## src/rtl/f_pc_fd_stage.sv

```systemverilog
// Fetch PC register and F/D pipeline register for the 5-stage MIPS core.
// Detects fetch AdEL, tags delay slots, handles stall, CP0 redirect and eret squash.
//
// Ports:
//   clk        : clock, all state updates on posedge
//   reset      : synchronous reset, active-low
//   NPC        : next PC from D-stage next-PC logic
//   Stall      : hold F_PC and F/D register
//   Req        : CP0 request, redirect fetch to EXC_ENTRY
//   D_is_eret  : instruction in D is eret (squash F/D)
//   D_is_jump  : instruction in D is branch/jump (F instr is its delay slot)
//   F_Instr_in : IM word read at F_PC
//   F_PC       : current fetch PC
//   D_PC       : PC of instruction in D
//   D_Instr    : instruction in D (0 = bubble)
//   D_ExcCode  : exception code carried from F (0 none, 4 AdEL)
//   D_BD       : instruction in D is a delay-slot instruction
module f_pc_fd_stage #(
    parameter logic [31:0] RESET_PC  = 32'h0000_3000,
    parameter logic [31:0] EXC_ENTRY = 32'h0000_4180,
    parameter logic [31:0] TEXT_BASE = 32'h0000_3000,
    parameter logic [31:0] TEXT_END  = 32'h0000_6ffc
) (
    input  logic        clk,
    input  logic        reset,
    input  logic [31:0] NPC,
    input  logic        Stall,
    input  logic        Req,
    input  logic        D_is_eret,
    input  logic        D_is_jump,
    input  logic [31:0] F_Instr_in,
    output logic [31:0] F_PC,
    output logic [31:0] D_PC,
    output logic [31:0] D_Instr,
    output logic [4:0]  D_ExcCode,
    output logic        D_BD
);

    localparam logic [4:0] EXC_NONE = 5'd0;
    localparam logic [4:0] EXC_ADEL = 5'd4;

    logic [31:0] f_pc_q,    f_pc_d;
    logic [31:0] d_pc_q,    d_pc_d;
    logic [31:0] d_instr_q, d_instr_d;
    logic [4:0]  d_exc_q,   d_exc_d;
    logic        d_bd_q,    d_bd_d;

    logic        f_adel;
    logic [4:0]  f_exc;
    logic [31:0] f_instr;
    logic        f_bd;

    // The PC is never clamped; a bad fetch address only shows up as AdEL
    // and its IM word is replaced by a nop.
    assign f_adel  = (f_pc_q[1:0] != 2'b00) |
                     (f_pc_q < TEXT_BASE) |
                     (f_pc_q > TEXT_END);
    assign f_exc   = f_adel ? EXC_ADEL : EXC_NONE;
    assign f_instr = f_adel ? 32'h0 : F_Instr_in;
    assign f_bd    = D_is_jump;

    always_comb begin
        f_pc_d    = f_pc_q;
        d_pc_d    = d_pc_q;
        d_instr_d = d_instr_q;
        d_exc_d   = d_exc_q;
        d_bd_d    = d_bd_q;
        if (Req) begin
            // Redirect wins over stall; the stalled D instruction is dropped.
            f_pc_d    = EXC_ENTRY;
            d_pc_d    = EXC_ENTRY;
            d_instr_d = 32'h0;
            d_exc_d   = EXC_NONE;
            d_bd_d    = 1'b0;
        end else if (Stall) begin
            f_pc_d = f_pc_q;
        end else if (D_is_eret) begin
            // eret has no delay slot: squash F but keep a valid D_PC.
            f_pc_d    = NPC;
            d_pc_d    = f_pc_q;
            d_instr_d = 32'h0;
            d_exc_d   = EXC_NONE;
            d_bd_d    = 1'b0;
        end else begin
            f_pc_d    = NPC;
            d_pc_d    = f_pc_q;
            d_instr_d = f_instr;
            d_exc_d   = f_exc;
            d_bd_d    = f_bd;
        end
    end

    always_ff @(posedge clk) begin
        if (!reset) begin
            f_pc_q    <= RESET_PC;
            d_pc_q    <= 32'h0;
            d_instr_q <= 32'h0;
            d_exc_q   <= EXC_NONE;
            d_bd_q    <= 1'b0;
        end else begin
            f_pc_q    <= f_pc_d;
            d_pc_q    <= d_pc_d;
            d_instr_q <= d_instr_d;
            d_exc_q   <= d_exc_d;
            d_bd_q    <= d_bd_d;
        end
    end

    assign F_PC      = f_pc_q;
    assign D_PC      = d_pc_q;
    assign D_Instr   = d_instr_q;
    assign D_ExcCode = d_exc_q;
    assign D_BD      = d_bd_q;

endmodule

```

## config.mk

```make
export PLATFORM = sky130hd
export DESIGN_NAME = f_pc_fd_stage
export DESIGN_NICKNAME = d
export VERILOG_FILES = /design/src/rtl/f_pc_fd_stage.sv
export SDC_FILE = /design/constraint.sdc
export NUM_CORES = 1
export LEC_CHECK = 0
export ABC_CLOCK_PERIOD_IN_PS = 2290
export CELL_PAD_IN_SITES_DETAIL_PLACEMENT = 0
export CELL_PAD_IN_SITES_GLOBAL_PLACEMENT = 1
export CORE_MARGIN = 2
export CORE_UTILIZATION = 30
export CTS_CLUSTER_DIAMETER = 50
export CTS_CLUSTER_SIZE = 8
export DETAILED_ROUTE_END_ITERATION = 16
export PLACE_DENSITY_LB_ADDON = 0.08
export SYNTH_ARGS = -nofsm -noshare
export SYNTH_HDL_FRONTEND = slang
export SYNTH_SLANG_ARGS = --single-unit
```

## constraint.sdc

```tcl
create_clock -name clk -period 2.29 [get_ports clk]
set_clock_uncertainty 0.2 [all_clocks]
set_input_delay 0.3435 -clock clk [delete_from_list [all_inputs] [get_ports clk]]
set_output_delay 0.3435 -clock clk [all_outputs]
set_load 0.05 [all_outputs]
```

==> out/results.txt <==
sequential area share after synthesis - 51.5%
Avg WL per Cell - 14.4 um
Layout fillers - 1278
max cap viols - 0
Slowest-stage cell, CP - clkdlybuf4s50_1
worst setup path startpoint - F_PC[1]$_SDFFE_PP0N_
DRT Pass-1 Iters - 4
Initial Utilization - 30.5%
die area - 13600 um^2
CP Class - reg2out
Final nets - 605
CTS tree - done
1st-iter DRT viols - 145
status - completed
worst skew pair latency - 0.34 ns
Final ANT Viol Nets - 0
Core Footprint - 12500 um^2
Worst-Margin Slew - 0.564 ns
vias in the first global route - 3189
Overflow after GRT - 0
worst r2r src - F_PC[24]$_SDFFE_PP0N_
Post-CTS Hold Buffers - 0
Critical Path RT - 1.75 ns
FF-to-FF setup slack - 0.35 ns
post-DP HPWL - 7130 um
Post-CTS Repair Setup Buffers - 0
Reg clk slew, reported paths - 0.06 ns
multi-input logic area - 1690 um^2
RSZ-0062 raised after global routing - no
CP Capture Type - output port
min-delay src - Stall
most frequent cells in the layout - 166 x clkdlybuf4s50_1, 98 x dfxtp_1, 64 x nand3_1
Die Y - 117 um
CP startpoint kind - flip-flop
CTS resizes - 0
vias per inst - 4.61
IO Pins - 172
clock root buffer - clkbuf_16
Seq cells post-synth - 98
unique cell type count in the Yosys netlist - 30
Data arrival, critical path - 1.62 ns
Die Width - 117 um
synth-to-layout area growth - 55.9%
VDD IR max - 0.000382 V
Tot Pwr - 3.79 mW
Gate Count Post-Synth - 379
Post-Syn Area - 3810 um^2
Yosys warning count - 0
Final TNS setup - 0 ns
most common cell after layout, fill and taps aside - clkdlybuf4s50_1
first-pass GRT wire length - 16100 um
CP max stage delay - 0.84 ns
final wirelength - 10300 um
crit path max fanout - 4
PwrDens - 638 nW/um^2
GRT Overall Usage - 15.2%
clock sink count - 98
H-tree Lvls - 3
crit path time final - 2.16 ns
Rows - 41
Tightest Hold Check Type - in2reg
Num CTS Buffers - 9
Port Buffers - 167
Residual DRC - 0
layout cell share with drive strength beyond 1 - 11.7%
DR vias - 3273
Max Clk Rate - 463 MHz
syn_area_per_cell - 10.1 um^2
cell family with most CP delay - buffers and inverters
fin crit share - 94.3%
crit-path cells - clkdlybuf4s50_1
final hold violations - 0
n_diodes - 0
WP buf/inv - 1
Clock Tree Buf Depth - 2
final setup fails - 0
antenna violations before repair - 0
max-slew violations - 0
Slew HR - 62.3%
pin count of the biggest net entering global routing - 66
register area - 1960 um^2
Placer Congestion - 0.683
static leakage - 2.26 nW
==> path summary, 6_finish.rpt <==
kind / to / depth (start not counted)
max: F_PC[1] / 1
max reg2reg: D_Instr[25]$_SDFFE_PP0N_ / 5
min: D_Instr[28]$_SDFFE_PP0N_ / 3
min reg2reg: D_Instr[26]$_SDFFE_PP0N_ / 2
==> stage by stage <==
step | utilization [%] | hold slack [ns] | cells | area [um^2] | setup WS, ns
global route | 47.5 | 0.217 | 710 | 5940 | 0.0662
finish | 47.5 | 0.214 | 710 | 5940 | 0.130
detailed placement | 45.3 | 0.249 | 696 | 5670 | 0.141
CTS | 47.5 | 0.198 | 710 | 5940 | 0.101
global placement | 45.3 | 0.243 | 696 | 5670 | 0.166
floorplan | - | 0.287 | 382 | 3820 | 0.250
==> logic make-up after synthesis <==
| family | synth area share (%) |
|---|---|
| AND/OR/NAND/NOR | 17.3 |
| flip-flops | 51.5 |
| multiplexers | 17.0 |
| AO/OA/AOI/OAI | 9.06 |
| buffers and inverters | 4.86 |
| XOR/XNOR | 0.230 |
| other | 0.0984 |
==> cell type report <==
class                           instances  share of cell area (%)
Sequential cell                        98                    33.0
Timing Repair Buffer                  178                    30.3
Multi-Input combinational cell        247                    28.4
Clock buffer                           10                    3.85
Tap cell                              172                    3.62
Clock inverter                          4                   0.758
Inverter                                1                  0.0632
==> synth_stat cells <==
cell type	number	area share (%)
a22oi_1	1	0.20
a32o_1	1	0.26
buf_1	5	0.49
buf_2	7	0.92
buf_4	4	0.79
buf_6	3	0.89
clkbuf_1	17	1.7
conb_1	1	0.098
dfxtp_1	98	51
inv_2	1	0.098
mux2_1	6	1.8
mux2i_1	58	15
nand2_1	1	0.098
nand2b_1	1	0.16
nand3_1	64	8.4
nand4_1	1	0.16
nand4_2	1	0.33
nor2_1	58	5.7
nor2b_1	1	0.16
nor3_1	2	0.26
nor3_2	1	0.26
nor4_2	1	0.33
nor4_4	1	0.56
o21a_1	6	1.2
o21ai_1	4	0.53
o21ai_2	30	6.9
or3_1	1	0.16
or4_1	2	0.39
or4_4	1	0.30
xnor2_1	1	0.23
==> routing by layer <==
layer	global-route usage (%)	share of wire (%)	vias to the layer above
met1	19.4	44	1523
met2	23.3	45	111
li1	-	-	1631
met3	5.60	9.4	8
met5	0	0	-
met4	6.35	1.6	0
==> flip-flops by register name (all words and copies together), names as in the netlist <==
name       count
D_BD           1
F_PC          32
D_Instr       32
D_ExcCode      1
D_PC          32
==> power breakdown <==
group / total, mW / leakage [nW] / internal [mW] / switching (mW)
combinational: 0.584 / 1.32 / 0.259 / 0.325
clock: 1.44 / 0.138 / 0.829 / 0.608
sequential: 1.77 / 0.795 / 1.74 / 0.0309
total: 3.79 / 2.26 / 2.83 / 0.964
(Power assumes the default switching activity.)
